## src/rtl/control_unit_if.sv

```systemverilog
// ============================================================================
//  control_unit_if : bus between control_unit, instruction/data memories and
//                    alu_datapath.
//  Rev 1.0
// ============================================================================
`default_nettype none

interface control_unit_if #(
    parameter int PC_WIDTH   = 8,
    parameter int DATA_WIDTH = 8
);
    logic                  start;
    logic [15:0]           imem_data;
    logic [DATA_WIDTH-1:0] alu_R;
    logic [PC_WIDTH-1:0]   imem_addr;
    logic [DATA_WIDTH-1:0] dmem_addr;
    logic                  dmem_we;
    logic [DATA_WIDTH-1:0] ir_operand;
    logic [1:0]            cu_A;
    logic [1:0]            cu_B;
    logic [3:0]            opcode;
    logic                  RER;
    logic                  halted;

    modport master (
        input  start, imem_data, alu_R,
        output imem_addr, dmem_addr, dmem_we, ir_operand,
               cu_A, cu_B, opcode, RER, halted
    );

    modport slave (
        output start, imem_data, alu_R,
        input  imem_addr, dmem_addr, dmem_we, ir_operand,
               cu_A, cu_B, opcode, RER, halted
    );
endinterface

`default_nettype wire

```

## src/rtl/control_unit.sv

```systemverilog
// ============================================================================
//  control_unit : 3-cycle FETCH/DECODE/EXEC sequencer owning PC and IR.
//  Rev 1.0
// ============================================================================
`default_nettype none

module control_unit #(
    parameter int PC_WIDTH   = 8,
    parameter int DATA_WIDTH = 8,
    parameter int RESET_PC   = 0
) (
    input  wire logic       clk,
    input  wire logic       reset_control_unit,
    control_unit_if.master  bus
);
    typedef enum logic [2:0] {
        IDLE   = 3'd0,
        FETCH  = 3'd1,
        DECODE = 3'd2,
        EXEC   = 3'd3,
        HALT   = 3'd4
    } state_t;

    localparam logic [3:0] OP_LDA = 4'b1000;
    localparam logic [3:0] OP_LDB = 4'b1001;
    localparam logic [3:0] OP_STR = 4'b1010;
    localparam logic [3:0] OP_JMP = 4'b1011;
    localparam logic [3:0] OP_JZ  = 4'b1100;
    localparam logic [3:0] OP_HLT = 4'b1111;

    state_t              state;
    state_t              next_state;
    logic [PC_WIDTH-1:0] pc;
    logic [15:0]         ir;

    logic [3:0]          op;
    logic                src;
    logic [1:0]          load_sel;
    logic [PC_WIDTH-1:0] target;
    logic                take_branch;

    logic [1:0]          cu_a;
    logic [1:0]          cu_b;
    logic [3:0]          alu_op;
    logic                rer;
    logic                we;

    // IR[10:8] are reserved and intentionally ignored.
    logic unused_ir_bits;
    assign unused_ir_bits = &{1'b0, ir[10:8]};

    assign op       = ir[15:12];
    assign src      = ir[11];
    assign load_sel = src ? 2'b11 : 2'b10;
    assign target   = PC_WIDTH'(ir[7:0]);

    assign take_branch = (op == OP_JMP) ||
                         ((op == OP_JZ) && (bus.alu_R == '0));

    always_ff @(posedge clk) begin
        if (reset_control_unit) begin
            state <= IDLE;
            pc    <= PC_WIDTH'(RESET_PC);
            ir    <= '0;
        end else begin
            state <= next_state;
            if (state == FETCH) begin
                ir <= bus.imem_data;
                pc <= pc + 1'b1;
            end else if ((state == EXEC) && take_branch) begin
                pc <= target;
            end
        end
    end

    // Strobes are a pure Moore decode of state+IR, so they are zero outside EXEC.
    always_comb begin
        next_state = state;
        cu_a       = 2'b00;
        cu_b       = 2'b00;
        alu_op     = 4'd0;
        rer        = 1'b0;
        we         = 1'b0;
        case (state)
            IDLE:    if (bus.start) next_state = FETCH;
            FETCH:   next_state = DECODE;
            DECODE:  next_state = EXEC;
            EXEC: begin
                next_state = (op == OP_HLT) ? HALT : FETCH;
                if (!op[3]) begin
                    alu_op = op;
                    rer    = 1'b1;
                end else begin
                    case (op)
                        OP_LDA:  cu_a = load_sel;
                        OP_LDB:  cu_b = load_sel;
                        OP_STR:  we   = 1'b1;
                        default: ;
                    endcase
                end
            end
            HALT:    next_state = HALT;
            default: next_state = IDLE;
        endcase
    end

    assign bus.imem_addr  = pc;
    assign bus.dmem_addr  = DATA_WIDTH'(ir[7:0]);
    assign bus.ir_operand = DATA_WIDTH'(ir[7:0]);
    assign bus.cu_A       = cu_a;
    assign bus.cu_B       = cu_b;
    assign bus.opcode     = alu_op;
    assign bus.RER        = rer;
    assign bus.dmem_we    = we;
    assign bus.halted     = (state == HALT);

endmodule

`default_nettype wire

```

## src/flat_wrapper.sv

```systemverilog
// flat-port wrapper written by rule: the top's interface ports become plain ports
module control_unit_flat 
#(
    parameter int PC_WIDTH   = 8,
    parameter int DATA_WIDTH = 8,
    parameter int RESET_PC   = 0
)
  (clk, reset_control_unit, bus_start, bus_imem_data, bus_alu_R, bus_imem_addr, bus_dmem_addr, bus_dmem_we, bus_ir_operand, bus_cu_A, bus_cu_B, bus_opcode, bus_RER, bus_halted);
  control_unit_if #(.PC_WIDTH(PC_WIDTH), .DATA_WIDTH(DATA_WIDTH)) bus_i ();
  input  wire logic clk;
  input  wire logic reset_control_unit;
  input wire logic [$bits(bus_i.start)-1:0] bus_start;
  input wire logic [$bits(bus_i.imem_data)-1:0] bus_imem_data;
  input wire logic [$bits(bus_i.alu_R)-1:0] bus_alu_R;
  output wire logic [$bits(bus_i.imem_addr)-1:0] bus_imem_addr;
  output wire logic [$bits(bus_i.dmem_addr)-1:0] bus_dmem_addr;
  output wire logic [$bits(bus_i.dmem_we)-1:0] bus_dmem_we;
  output wire logic [$bits(bus_i.ir_operand)-1:0] bus_ir_operand;
  output wire logic [$bits(bus_i.cu_A)-1:0] bus_cu_A;
  output wire logic [$bits(bus_i.cu_B)-1:0] bus_cu_B;
  output wire logic [$bits(bus_i.opcode)-1:0] bus_opcode;
  output wire logic [$bits(bus_i.RER)-1:0] bus_RER;
  output wire logic [$bits(bus_i.halted)-1:0] bus_halted;
  assign bus_i.start = bus_start;
  assign bus_i.imem_data = bus_imem_data;
  assign bus_i.alu_R = bus_alu_R;
  assign bus_imem_addr = bus_i.imem_addr;
  assign bus_dmem_addr = bus_i.dmem_addr;
  assign bus_dmem_we = bus_i.dmem_we;
  assign bus_ir_operand = bus_i.ir_operand;
  assign bus_cu_A = bus_i.cu_A;
  assign bus_cu_B = bus_i.cu_B;
  assign bus_opcode = bus_i.opcode;
  assign bus_RER = bus_i.RER;
  assign bus_halted = bus_i.halted;
  control_unit #(.PC_WIDTH(PC_WIDTH), .DATA_WIDTH(DATA_WIDTH), .RESET_PC(RESET_PC)) u_core (.clk(clk), .reset_control_unit(reset_control_unit), .bus(bus_i));
endmodule
```

## config.mk

```make
export PLATFORM = sky130hd
export DESIGN_NAME = control_unit_flat
export DESIGN_NICKNAME = d
export VERILOG_FILES = /design/src/rtl/control_unit_if.sv /design/src/rtl/control_unit.sv /design/src/flat_wrapper.sv
export SDC_FILE = /design/constraint.sdc
export NUM_CORES = 1
export LEC_CHECK = 0
export CAP_MARGIN = 20
export CORE_MARGIN = 2
export CORE_UTILIZATION = 30
export CTS_BUF_LIST = sky130_fd_sc_hd__clkbuf_8
export DETAILED_ROUTE_END_ITERATION = 16
export GPL_ROUTABILITY_DRIVEN = 0
export HOLD_SLACK_MARGIN = 0.08
export PLACE_DENSITY = 0.66
export REMOVE_ABC_BUFFERS = 1
export SLEW_MARGIN = 0
export SYNTH_ARGS = -nofsm -noshare
export SYNTH_HDL_FRONTEND = slang
export SYNTH_SLANG_ARGS = --single-unit
```

## constraint.sdc

```tcl
create_clock -name clk -period 1.4 [get_ports clk]
set_clock_uncertainty 0.1 [all_clocks]
set_input_delay 0.14 -clock clk [delete_from_list [all_inputs] [get_ports clk]]
set_output_delay 0.14 -clock clk [all_outputs]
set_load 0.005 [all_outputs]
```

; Word-level counts from Yosys, hierarchy flattened
; Cells that the tools add are included.
[totals]
regBits = 27
input_bits = 27
elab_cells = 40
[op_classes]
n_addsub = 1
n_eq_ne = 11
muxes = 19
n_reduce_logical = 6
[ops]
columns = operator, n
row1 = $eq 4x4->1 const B, 6
row2 = $mux 8, 2
row3 = $pmux 3 s5, 1
row4 = $mux 2, 6
row5 = $mux 3, 3
row6 = $add 8x1->8 const B, 1
row7 = $logic_not 8->1, 1
row8 = $eq 3x2->1 const B, 2
row9 = $mux 1, 6
row10 = $mux 4, 1
row11 = $eq 3x1->1 const B, 1
row12 = $eq 3x3->1 const B, 1
row13 = $logic_not 3->1, 1
row14 = $logic_and 1x1->1, 2
row15 = $ne 2x2->1 const B, 1
row16 = $reduce_bool 2->1, 1
row17 = $logic_or 1x1->1, 1

; Depth between registers and ports, before layout
; Gate-level depths: netlist of the first run.
[depth]
word_depth = 6
ltp_mapped = 6
ltp_nobuf = 5

; Worst setup path after synthesis of the first run
; No wires, ideal clock.
[synth_path]
path_type = reg2reg
from = reg u_core.state[0]
to = reg u_core.pc[0] (netlist: u_core.bus.imem_addr[0])
arrival_ns = 1.360
required_ns = 1.181
slack_ns = -0.179
stages_incl_launch_ff = 7
n_path_buf = 2
synth_period_minus_slack_ns = 1.579
path_cell_list = dfxtp_1 or3b_1 buf_6 buf_6 nand2_1 nand2_1 o221a_2
[synth_between]
elab_chain_len = 3
elab_cells_between_ends = 5
classes_between = 2 x eq/ne / 1 x mux / 2 x reduce/logical
[synth_lines]
columns = element, line_no
row1 = from (decl), control_unit.sv:31  ; state_t state;
row2 = from (signal assigned), control_unit.sv:66  ; state <= next_state;
row3 = $eq 3x2->1, control_unit.sv:70  ; end else if ((state == EXEC) && take_branch) begin
row4 = $logic_and 1x1->1, control_unit.sv:70
row5 = $reduce_bool 2->1 (no line), -
row6 = to (signal assigned), control_unit.sv:63  ; pc <= PC_WIDTH'(RESET_PC);
row7 = to (signal assigned), control_unit.sv:69  ; pc <= pc + 1'b1;
row8 = to (signal assigned), control_unit.sv:71  ; pc <= target;
row9 = to (decl), control_unit.sv:33  ; logic [PC_WIDTH-1:0] pc;
; Several ways; a longest one is shown, not always the timed one.
; A chain may end at the register's enable or synchronous reset.

; Final worst setup path of the first run
[layout_path]
from = reg u_core.state[2]
to = out bus_cu_A[0]
[layout_between]
elab_chain_len = 2
[layout_lines]
columns = element, line_no
row1 = $eq 3x2->1, control_unit.sv:84  ; case (state)
row2 = $mux 2, control_unit.sv:84
row3 = to (decl), flat_wrapper.sv:19  ; output wire logic [$bits(bus_i.cu_A)-1:0] bus_cu_A;
; Every way passes these cells.

==> results of run 1 <==
stage by stage:
stage	cell area (µm²)	hold WS (ns)	setup WS (ns)	setup TNS (ns)	util, %
after floorplan	1195	0.1091	-0.5562	-4.099	-
after global placement	2121	0.3575	-0.5100	-6.509	48.37
after detailed placement	2121	0.3671	-0.5438	-6.939	48.37
after CTS	2465	0.2928	-0.3416	-5.698	56.22
after global routing	2718	0.3011	-0.4811	-8.845	61.99
final	2718	0.2955	-0.3896	-6.595	61.99
area by class of cell:
cell class / count / area [µm²]
fill: 387 / 1667
timing repair buffer: 119 / 1097
multi-input combinational: 121 / 953.4
sequential: 24 / 519.2
tap: 52 / 65.06
clock buffer: 3 / 41.29
clock inverter: 1 / 30.03
inverter: 3 / 11.26
logic make-up after synthesis:
kind of cell	after synthesis
buffers and inverters	30
and+or+nand+nor	77
other	1
AOI/OAI and AO/OA	41
xor gates and xnor gates	1
DFF	24
adders and majority gates	1
layout by cell type (no fill, tap or decap), types with 3 or more instances in the layout:
cell / synthesis / layout
clkdlybuf4s50_1: 0 / 31
nand4_1: 3 / 3
dlygate4sd2_1: 0 / 6
nand2_4: 0 / 11
and2_1: 6 / 5
dfxtp_2: 0 / 13
buf_6: 2 / 13
clkbuf_8: 0 / 3
nand2_1: 39 / 26
nor2_1: 6 / 5
buf_12: 0 / 3
a21oi_2: 0 / 11
a21oi_1: 20 / 8
and3_1: 3 / 3
buf_2: 2 / 10
dlymetal6s2s_1: 0 / 10
o31a_1: 3 / 3
inv_1: 3 / 3
dfxtp_1: 24 / 5
dfxtp_4: 0 / 6
o32ai_2: 2 / 5
nand3_1: 4 / 4
buf_4: 17 / 45
metal layers:
metal  part of all wire, %  track usage (%)  up-vias  routed length (µm)
met3                   6.5            3.657        8                 311
met1                    39            20.78      768                1881
met5                     0                0        -                   0
met4                   1.9            9.644        0                  91
li1                      -                -      792                   -
met2                    52            31.79       56                2513
timing repair:
item / in CTS / in global routing
gates resized for setup: 112 / 53
setup buffers: 13 / 14
endpoints found under the hold margin: 0 / 0
setup endpoints to repair: 37 / 48
hold buffers: 0 / 0
pin swaps: 28 / 13
cloned: 1 / 0
worst max-delay path, stage by stage, from the launching register on:
cell and delay [ns]:
dfxtp_1 0.33, or2b_1 0.26, nor4_2 0.19, buf_4 0.16
nor2b_4 0.12, and2_1 0.11, buf_2 0.10
registers in the layout, summed over array words and instances (netlist names):
name                  count
u_core.bus.imem_addr      8
u_core.ir                13
u_core.state              3
where the power goes:
| group | switching, W | total, W | internal [W] |
|---|---|---|---|
| sequential | 0.0000298 | 0.000751 | 0.000721 |
| clock | 0.000247 | 0.000630 | 0.000383 |
| combinational | 0.000307 | 0.000706 | 0.000399 |
worst min path at each step:
stage | endpoint | slack [ns] | depth (start not counted)
after global placement | u_core.ir[11] | 0.36 | 2
after global routing | u_core.ir[15] | 0.30 | 3
final | u_core.ir[15] | 0.30 | 3
after detailed placement | u_core.ir[11] | 0.37 | 2
after CTS | u_core.ir[7] | 0.29 | 3
after floorplan | u_core.bus.imem_addr[1] | 0.11 | 1
==> flow_metrics.tcl, run 1 <==
set metrics [dict create \
    power_w 0.002087 \
    yosys.area.top_type_share_pct 34.88 \
    cp-endpoint "bus_cu_A[0]" \
    syn2layout_area_growth_pct 97.28 \
    synth_top_family_by_area "simple AND/OR/NAND/NOR gates" \
    yosysMostFrequentCell "nand2_1" \
    first_iter_violations 35 \
    syn_avg_cell_area_um2 7.872 \
    synth_area_mm2 0.001378 \
    reg2reg_depth 8 \
    antenna_found_initial 0 \
    synth_xor_area_share_pct 0.6358 \
    grt_pass1_vias 1594 \
    outcome "finished, violations left" \
    grt_max_degree 19 \
    placedCellCount 294 \
    p_per_area_mw_per_mm2 768.1 \
    rsz0062_at_grt "true" \
    cap_violations 0 \
    holdCritPathClass "in2reg" \
    yosys.area_share.simple_pct 28.79 \
    grt_pass1_wl_um 7383 \
    worstSetupPathType "reg2out" \
    startpoint "u_core.state[2]" \
    vias 1624 \
    rows 24 \
    ioPinCount 62 \
    ys_seq_elements 24 \
    async_reset_ff_share_pct 0 \
    synthAdderAreaFrac_pct 0.9083 \
    peakVddDrop_mv 0.4438 \
    nNetsFinal 300 \
    final_cells 323 \
    rr_startpoint "u_core.state[0]" \
    cts.sinks 24 \
    io_buffers 57 \
    ys_types 40 \
    synth_common_cells "39 x nand2_1, 24 x dfxtp_1, 20 x a21oi_1" \
    synth-edff-count 0 \
    reg2reg_to "u_core.bus.imem_addr[5]" \
    yosysWarningCount 0 \
    dieArea_mm2 0.005150 \
    post_drt_via_cell_ratio 5.028 \
    grt-ovfl-total 0 \
    wire_per_inst_um 14.85 \
    antenna_left 0 \
    grt.total_usage_pct 18.19 \
    p_leak_nw 1.298 \
    start_util_pct 31.42 \
    wirelength_um 4797 \
    cts_tree "done" \
    yosys-top-cells-area "dfxtp_1 35%, nand2_1 11%, buf_4 9.3%" \
    synth.area.mux_share_pct 0 \
    worst_ep_required_time_ns 1.16 \
    numCtsBuffers 3 \
    violations "negative setup slack" \
    setup_viol 31 \
    core_mm2 0.004384 \
    clkTransAtPathRegs_ns 0.09 \
    finalHoldViolations 0 \
    dp_hpwl_um 2701 \
    die_y_um 71.77 \
    arrival_ns 1.55 \
    cts_buffer_depth 2 \
    cp-end-kind "primary output" \
    maxSlewViolCount 0 \
    rrSetupSlack_ns -0.37 \
    synth-compound-area-share_pct 20.44 \
    diodes 0 \
    crit_fanout 2 \
    route.detailed.drc 0 \
    min_from "bus_imem_data[15]" \
    fin_ws_ns -0.3896 \
    syn-instance-count 175 \
    synthFlopType "dfxtp_1" \
    clk_latency_ns 0.28 \
    ys_seq_area_share_pct 34.88 \
    max_clock_freq_mhz 558.8 \
    yosysTopAreaCell "dfxtp_1" \
    first_pass_iters 4 \
    htree_levels 1 \
    start_kind "register" \
    drive_gt1_share_pct 52.03 \
    cts_root_buf "clkbuf_8" \
    fin_crit_ns 1.790 \
    fp.dieW_um 71.77 \
    min_period_over_period_pct 127.8 \
]
(Power assumes the default switching activity.)
==> run 2, diff against run 1 <==
CORE_UTILIZATION = 39   (was 30)
PLACE_DENSITY = 0.82   (was 0.66)
==> run 2 against run 1 <==
  * The run still ends with negative setup slack left
  * Die area shrank 22%
  * Combinational power grew 16%
  * Clock power shrank 20%
  * Maximum frequency shrank 3.4%
  * Routed wire length grew 44%
  * Register-to-register slack lost 0.08 ns
  * Final cell count grew 1.9%
  * Worst setup slack lost 0.063 ns
==> flow_metrics.tcl, run 2 (same netlist as run 1, synthesis figures left out) <==
set metrics [dict create \
    cp_cell_sequence "buf_6 > nor2b_4 > buf_6 > nand4_1 > buf_6 > a221o_1 > o21ai_1" \
    cap_violations 0 \
    tns_ns -8.079 \
    start_util_pct 40.96 \
    antenna_found_initial 0 \
    htree_levels 1 \
    ioPinCount 62 \
    top_register "u_core.ir" \
    cp-end-kind "register" \
    critical_path_buf_inv_count 3 \
    clk_latency_ns 0.28 \
    max_clock_freq_mhz 539.7 \
    holdCritPathClass "in2reg" \
    peakVddDrop_mv 0.5357 \
    io_buffers 57 \
    fin_ws_ns -0.4530 \
    wirelength_um 6913 \
    drive_gt1_share_pct 62.54 \
    worstSetupPathType "reg2reg" \
    crit_top_cell "buf_6" \
    syn2layout_area_growth_pct 108.0 \
    whs_ns 0.3163 \
    cp-endpoint "u_core.bus.imem_addr[5]" \
    reg2reg_to "u_core.bus.imem_addr[5]" \
    wire_per_inst_um 21.01 \
    clkTransAtPathRegs_ns 0.10 \
    p_leak_nw 1.271 \
    die_y_um 63.43 \
    numCtsBuffers 3 \
    vias 1906 \
    arrival_ns 1.93 \
    grt_max_degree 14 \
    reg2reg_depth 7 \
    setup_viol 31 \
    cts.sinks 24 \
    violations "negative setup slack" \
    post_drt_via_cell_ratio 5.793 \
    rows 21 \
    dp_hpwl_um 3048 \
    final_cell_mix "46 x buf_4, 37 x clkdlybuf4s50_1, 27 x buf_6, 19 x a21oi_2, 16 x nand2_1" \
    core_mm2 0.003363 \
    fp.dieW_um 63.43 \
    crit_family "compound AO/OA/AOI/OAI gates" \
    rrSetupSlack_ns -0.45 \
    fin_crit_ns 1.853 \
    placed_area_mm2 0.002131 \
    antenna_left 0 \
    grt_pass1_vias 1852 \
    cts_tree "done" \
    p_per_area_mw_per_mm2 730.2 \
    place_ws_ns -0.5358 \
    stdcell_area_mm2 0.002865 \
    rsz0062_at_grt "true" \
    cts_buffer_depth 2 \
    start_kind "register" \
    layout_commonest_cell "buf_4" \
    maxSlewViolCount 0 \
    cts_root_buf "clkbuf_8" \
    dieArea_mm2 0.004023 \
    worst_path_largest_cell_delay_ns 0.35 \
    worst_ep_required_time_ns 1.48 \
    outcome "finished, violations left" \
    finalHoldViolations 0 \
    rr_startpoint "u_core.state[0]" \
    first_pass_iters 4 \
    crit_fanout 8 \
    hold_buffers 0 \
    startpoint "u_core.state[0]" \
    grt_pass1_wl_um 9204 \
    grt.total_usage_pct 29.25 \
    grt-ovfl-total 0 \
    cp_slowest_cell "dfxtp_2" \
    diodes 0 \
    nNetsFinal 312 \
    largest_reg_flops 13 \
    route.detailed.drc 0 \
    min_period_over_period_pct 132.4 \
    first_iter_violations 134 \
    cp.depth 7 \
]
==> run 2: changes by cell type in the layout (fill, tap and decap cells not counted), sizes merged <==
cell / delta
dlygate4sd2: -1
buf: +11
clkbuf: +1
bufinv: -1
clkdlybuf4s50: +6
or3b: +1
dlymetal6s2s: -5
==> run 2: layer usage <==
metal,vias up,GRT usage [%],wire length [µm]
met3,42,4.643,594
met5,-,0,0
met4,0,14.13,323
met1,914,31.56,2431
li1,815,-,-
met2,135,54.74,3564
==> run 2: layout make-up <==
class / count / area, µm²
clock buffers: 4 / 55.05
fillers: 184 / 498.0
inverters: 3 / 11.26
multi-input cells: 122 / 1002
flip-flops and latches: 24 / 525.5
well taps: 46 / 57.56
repair buffers: 130 / 1214
==> run 2: timing repair <==
action	in CTS	in global routing
gates cloned	2	0
endpoints found under the setup margin	44	49
buffers inserted	20	15
resized for setup	157	35
pin swaps	57	17
==> run 2: through the flow <==
| step | cells | util [%] | power (W) |
|---|---|---|---|
| final | 329 | 85.19 | 0.002092 |
| after floorplan | 148 | - | 0.0009258 |
| after CTS | 317 | 79.02 | 0.001927 |
| after detailed placement | 292 | 63.36 | 0.001239 |
| after global routing | 329 | 85.19 | 0.002165 |
| after global placement | 292 | 63.36 | 0.001228 |
==> run 2: worst min-delay path, cell delays in order <==
cell	delay, ns
clkdlybuf4s50_1	0.41
nand2_2	0.07
a21oi_2	0.04
==> run 2: how the worst min path moves through the flow <==
stage	start	to	slack [ns]	cells past startpoint
2_1_floorplan	reset_control_unit	u_core.bus.imem_addr[1]	0.11	1
3_3_place_gp	u_core.ir[11]	u_core.ir[11]	0.35	2
3_5_place_dp	u_core.ir[11]	u_core.ir[11]	0.36	2
4_1_cts	bus_imem_data[1]	u_core.ir[1]	0.32	3
5_1_grt	bus_imem_data[3]	u_core.ir[3]	0.33	3
6_report	bus_imem_data[3]	u_core.ir[3]	0.32	3
==> run 2: where the power goes <==
part / internal [W] / switching [W] / total [W]
logic: 0.000455 / 0.000366 / 0.000821
registers: 0.000722 / 0.0000458 / 0.000767
clock network: 0.000252 / 0.000251 / 0.000503
total: 0.00143 / 0.000663 / 0.00209
